$ cat src/rtl/seg_scan4.sv
// Four-digit multiplexed seven-segment scan driver with per-frame shadow
// registers, anti-ghost blanking, leading-zero suppression and pin polarity.
module seg_scan4 #(
  parameter int SLOT_CYCLES  = 4,
  parameter int BLANK_CYCLES = 1,
  parameter bit ACTIVE_LOW   = 1'b1
) (
  input  logic        CLK_in,
  input  logic        RST,
  input  logic [15:0] value,
  input  logic [3:0]  digit_en,
  input  logic [3:0]  dp,
  input  logic        lz_blank,
  output logic [3:0]  AN,
  output logic [6:0]  SEG,
  output logic        DP,
  output logic        frame_done
);

  localparam int CW = (SLOT_CYCLES > 2) ? $clog2(SLOT_CYCLES) : 1;
  localparam logic [CW-1:0] CNT_LAST = CW'(SLOT_CYCLES - 1);
  localparam logic [3:0] AN_OFF  = ACTIVE_LOW ? 4'hF : 4'h0;
  localparam logic [6:0] SEG_OFF = ACTIVE_LOW ? 7'h7F : 7'h00;
  localparam logic       DP_OFF  = ACTIVE_LOW;

  logic [1:0]    idx_q, idx_d;
  logic [CW-1:0] cnt_q, cnt_d;
  logic [15:0]   val_q;
  logic [3:0]    en_q;
  logic [3:0]    dp_q;
  logic          lz_q;
  logic [3:0]    an_q, an_d;
  logic [6:0]    seg_q, seg_d;
  logic          dp_out_q, dp_out_d;
  logic          fd_q, fd_d;

  logic          last_slot;
  logic          frame_end;
  logic          in_blank;
  logic          lit;
  logic [3:0]    nib;
  logic [3:0]    zero_above;
  logic [3:0]    an_l;
  logic [6:0]    seg_l;
  logic          dp_l;

  function automatic logic [6:0] decode(input logic [3:0] n);
    case (n)
      4'h0: decode = 7'b0111111;
      4'h1: decode = 7'b0000110;
      4'h2: decode = 7'b1011011;
      4'h3: decode = 7'b1001111;
      4'h4: decode = 7'b1100110;
      4'h5: decode = 7'b1101101;
      4'h6: decode = 7'b1111101;
      4'h7: decode = 7'b0000111;
      4'h8: decode = 7'b1111111;
      4'h9: decode = 7'b1101111;
      4'hA: decode = 7'b1110111;
      4'hB: decode = 7'b1111100;
      4'hC: decode = 7'b0111001;
      4'hD: decode = 7'b1011110;
      4'hE: decode = 7'b1111001;
      default: decode = 7'b1110001;
    endcase
  endfunction

  always_comb begin
    last_slot = (cnt_q == CNT_LAST);
    frame_end = last_slot && (idx_q == 2'd3);
    in_blank  = int'(cnt_q) < BLANK_CYCLES;
    nib       = 4'(val_q >> {idx_q, 2'b00});

    // zero_above[i]: digit i and every digit above it show nothing worth keeping
    zero_above[3] = (val_q[15:12] == 4'h0) && !dp_q[3];
    zero_above[2] = zero_above[3] && (val_q[11:8] == 4'h0) && !dp_q[2];
    zero_above[1] = zero_above[2] && (val_q[7:4] == 4'h0) && !dp_q[1];
    zero_above[0] = zero_above[1] && (val_q[3:0] == 4'h0) && !dp_q[0];
    lit = en_q[idx_q] && !(lz_q && (idx_q != 2'd0) && zero_above[idx_q]);

    an_l  = 4'h0;
    seg_l = 7'h00;
    dp_l  = 1'b0;
    if (!in_blank && lit) begin
      an_l[idx_q] = 1'b1;
      seg_l       = decode(nib);
      dp_l        = dp_q[idx_q];
    end

    an_d     = ACTIVE_LOW ? ~an_l  : an_l;
    seg_d    = ACTIVE_LOW ? ~seg_l : seg_l;
    dp_out_d = ACTIVE_LOW ? ~dp_l  : dp_l;
    fd_d     = frame_end;

    cnt_d = last_slot ? '0 : cnt_q + 1'b1;
    idx_d = last_slot ? idx_q + 2'd1 : idx_q;
  end

  always_ff @(posedge CLK_in) begin
    if (RST) begin
      idx_q    <= 2'd0;
      cnt_q    <= '0;
      an_q     <= AN_OFF;
      seg_q    <= SEG_OFF;
      dp_out_q <= DP_OFF;
      fd_q     <= 1'b0;
      val_q    <= value;
      en_q     <= digit_en;
      dp_q     <= dp;
      lz_q     <= lz_blank;
    end else begin
      idx_q    <= idx_d;
      cnt_q    <= cnt_d;
      an_q     <= an_d;
      seg_q    <= seg_d;
      dp_out_q <= dp_out_d;
      fd_q     <= fd_d;
      // Reload only at the frame boundary so a whole frame shows one value
      if (frame_end) begin
        val_q <= value;
        en_q  <= digit_en;
        dp_q  <= dp;
        lz_q  <= lz_blank;
      end
    end
  end

  assign AN         = an_q;
  assign SEG        = seg_q;
  assign DP         = dp_out_q;
  assign frame_done = fd_q;

endmodule

$ cat config.mk
export PLATFORM = sky130hd
export DESIGN_NAME = seg_scan4
export DESIGN_NICKNAME = d
export VERILOG_FILES = /design/src/rtl/seg_scan4.sv
export SDC_FILE = /design/constraint.sdc
export NUM_CORES = 1
export LEC_CHECK = 0
export CAP_MARGIN = 40
export CORE_MARGIN = 5
export CORE_UTILIZATION = 36
export DETAILED_ROUTE_END_ITERATION = 10
export DONT_BUFFER_PORTS = 1
export GPL_ROUTABILITY_DRIVEN = 1
export PLACE_DENSITY = 0.5
export RECOVER_POWER = 100
export SYNTH_ARGS = -nofsm -noshare
export SYNTH_HDL_FRONTEND = slang
export SYNTH_SLANG_ARGS = --single-unit
$ cat constraint.sdc
create_clock -name CLK_in -period 2.4 [get_ports CLK_in]
set_input_delay 0.12 -clock CLK_in [delete_from_list [all_inputs] [get_ports CLK_in]]
set_output_delay 0.12 -clock CLK_in [all_outputs]
set_load 0.05 [all_outputs]
## Yosys cells after proc, flatten, opt, wreduce, memory -nomap -nowiden

Memory sizes are Yosys's and may differ from the RTL's.
Cells that the tools add are included.

- Register bits after elaboration: 42
- Memories: 1
- Input bits: 27
- Logic and storage cells: 67
- Bits in read-only memories: 112
- Output and inout port bits: 13

Memory list:

| name | depth | width | rd ports | clocked after Yosys merged registers in | write ports | RTL line | source |
|---|---|---|---|---|---|---|---|
| (name not given) | 16 | 7 | 1 | 0 | 0 | 48 | `case (n)` |

- Add/sub/neg operators: 2
- Muxes and demuxes: 19
- Bitwise operators: 3
- Shift operators: 1
- Reductions and logical operators: 26
- Order comparisons: 3
- Eq/ne operators: 2

Operators with widths:

| kind | count |
|---|---|
| 16-bit 2-to-1 mux | 2 |
| 4-bit 2-to-1 mux | 5 |
| 4-bit logical NOT | 4 |
| 16-bit by 4-bit right shift with 4-bit output | 1 |
| 1-bit logical AND | 13 |
| 1-bit 2-to-1 mux | 7 |
| 7-bit 2-to-1 mux | 1 |
| 7-bit inverter | 1 |
| 1-bit binary-select mux with 2-bit select | 3 |
| 1-bit logical NOT | 6 |
| 2-bit by 1-bit adder with 2-bit output, second input constant | 2 |
| 2-bit == test, second input constant | 2 |
| 4-bit inverter | 1 |
| 2-bit nonzero test | 2 |
| 2-bit by 3-bit less-than comparator with 1-bit output, second input constant | 1 |
| 1-bit demux with 2-bit select | 1 |
| 2-bit by 1-bit greater-or-equal comparator with 1-bit output, second input constant | 1 |
| 2-bit by 1-bit less-than comparator with 1-bit output, second input constant | 1 |
| 2-bit OR reduction | 1 |
| 1-bit inverter | 1 |

## Depth between registers and ports, before layout

- Word-level depth: 16
- Mapped depth: 8
- Depth with buffers taken out: 7

## Worst setup path before layout

OpenSTA, ideal clock, no wires.

- Kind: register to register
- From: register idx_q[0]
- To: register seg_q[1], in the netlist SEG[1]
- Slack: 518 ps
- Arrival: 1,753 ps
- Required time: 2,271 ps
- Cell stages (with the launch flop): 8
- Buffers on the path: 1
- Cells stage by stage: dfxtp_1 > buf_6 > mux4_2 > inv_1 > ha_1 > and3b_2 > a21oi_1 > o21ai_1

- Word-level cells in the longest chain between the ends: 8

Ends and longest elaborated chain:

| element | RTL line | source |
|---|---|---|
| start: declaration | 26 | `logic [1:0] idx_q, idx_d;` |
| start signal: assignment | 112 | `idx_q <= idx_d;` |
| parallel branches: the longest is 6 deep, another holds memory 16 x 7 bit | -- |  |
| 7-bit 2-to-1 mux (*) | 84 | `if (!in_blank && lit) begin` |
| 7-bit inverter (*) | 91 | `seg_d = ACTIVE_LOW ? ~seg_l : seg_l;` |
| end signal: assignment | 115 | `seg_q <= seg_d;` |
| end: declaration | 33 | `logic [6:0] seg_q, seg_d;` |

Every way passes the cells marked *. The select of a mux whose other input is x is not followed.
A chain may end at the register's enable or synchronous reset.

## Final worst setup path

Ends and elaborated chain as after synthesis.

==> run metrics <==
CTS max path bufs 2; initial antenna violation count 0; design area roughly 2200 um^2; setup TNS 0 ps; Core Region roughly 4800 um^2; top-area cell type share of the netlist area 0.415; yosys warns 0; most frequent cell after synthesis edfxtp_1; total gr overflow 0; Worst EP required ~2500 ps; Pre-antenna DRT Iters 4; Routed WL per cell roughly 15 um; Iteration-0 DRC Markers 37; Distinct cells, synth 31; slew margin rel. 0.501; status complete, no violations; post-synthesis cell area between 1500 and 2000 um^2; Setup Skew approximately 9.1 ps; Cells after DPL between 150 and 200; Syn Nets about 170; Post-synth ARST share 0; area grow syn2layout 22.2%; CTS Buf Count 5; final wirelength between 3000 and 4000 um; worst-margin pin slew about 750 ps; # Post-CTS Setup Buffers 0; layout cells sized above 1 0.119; MaxCap Viol Count 0; Post-route DRC 0; Root Buffer clkbuf_8; Synth Register Bits 42; GR Util All Layers 0.115; Worst Hold Class primary input to flip-flop; Clock Pin Slew Worst Setup and Hold Paths 80 ps; post-CTS resize count 0; final core occ 0.462; endpoints failing setup 0; Max Freq between 400 and 500 MHz; Area contributors post-synth edfxtp_1, dfxtp_1, ha_1, mux4_2, mux4_1; placed inst area between 1500 and 2000 um^2; first-pass GRT wire length around 5600 um; DP Worst Slack ~370 ps; n_diodes 0; filler cell count about 430; Die Span Y 80.9 um; Main synth FF type edfxtp_1; Final Critical Period between 2000 and 2500 ps; VDD IR max around 0.5 mV; worst setup path category flip-flop to flip-flop; Synth area leader edfxtp_1; gpl congestion 0.820; Final #Nets slightly below 200; RSZ-0062 raised after global routing no; hpwl dp approximately 2500 um; routed vias/inst slightly below 5; H-tree lvl count 2; CTS tree yes; power consumption approximately 1.5 mW; average size of a mapped cell about 14 um^2; Die Wd between 80 and 90 um; crit path max fanout 5; Die Area between 6000 and 7000 um^2; list of most frequent post-synthesis cells edfxtp_1, dfxtp_1, ha_1; input/output buffers 0; EDFF count, synth 25; largest net degree at the start of global routing 26; count of non-filler cells in the finished layout roughly 230; P_leak around 0.80 nW; hold_ws 263 ps; vias in the first global route ~1200; final setup margin around 330 ps; Final Hold Viols 0; PwrDens approximately 700 nW/um^2; clk sinks between 40 and 50; total number of vias between 1000 and 1500; CP arrival between 2000 and 2500 ps; fin. max-slew vios 0; post-synthesis sequential area ratio 0.603; antenna viol nets, final 0; row cnt 25; nature of the critical path endpoint flip-flop; I/O pin count 40; final worst path period share 0.861; Post-Syn Instances ~130; Initial Utilization 0.378; latest clock arrival within the worst-skew pair roughly 290 ps; CP Launch Type flip-flop
## worst max-delay path, stage by stage (launching register included)
cell and delay [ps]:
dfxtp_1 450, mux4_2 600, inv_1 130, ha_1 260, and3b_2 210, a21oi_1 140
o21ai_0 110
## worst paths after layout
kind	from	end	slack, ps	cells after the start
max	idx_q[0]	SEG[1]	330	6
min	RST	DP	260	4
max reg2reg	idx_q[0]	SEG[1]	330	6
min reg2reg	cnt_q[0]	cnt_q[0]	470	1
## flip-flops by register name, summed over array words and instances, names as in the netlist
register / flops
en_q: 4
dp_q: 4
val_q: 16
frame_done: 1
idx_q: 2
lz_q: 1
SEG: 7
cnt_q: 2
AN: 4
DP: 1
## cells by family after synthesis
family,synth area share
fa+ha+maj,0.0761
buf+inv,0.0436
xor+xnor,0.00969
flops,0.603
mux,0.108
compound gates,0.0734
simple gates,0.0858
## per-layer routing
layer,vias up,GRT usage,part of all wire,wire [um]
met2,50,0.194,0.47,1600
met1,524,0.129,0.43,1470
li1,537,-,-,-
met3,11,0.0399,0.075,257
met4,0,0.0541,0.028,97
met5,-,0,0,0
## final cells by class
type	count	area (um^2)	area share
Sequential cell	42	1090	0.494
Clock inverter	2	13.8	0.00623
Inverter	8	30.0	0.0136
Timing Repair Buffer	29	280	0.127
Clock buffer	6	72.6	0.0328
Tap cell	67	83.8	0.0379
Multi-Input combinational cell	72	638	0.289
## report_power, final
part	leakage, nW	internal [mW]	switching [mW]
logic	0.374	0.0967	0.0877
registers	0.384	0.816	0.0950
clock network	0.0413	0.204	0.240
total	0.800	1.12	0.422
## repair_timing
action | in CTS | in global routing
setup endpoints to repair | 0 | 0
hold endpoints to repair | 30 | 0
hold buffers | 26 | 0
## cell usage in the layout (no fill, tap or decap), types with 3 or more instances in the layout
master,count
clkbuf_8,5
dfxtp_1,17
dlygate4sd3_1,26
edfxtp_1,25
ha_1,11
inv_1,8
mux2i_1,3
mux4_2,4
nor2_1,7
nor3b_1,5
o21ai_0,11
or4_1,3
(Power assumes the default switching activity.)
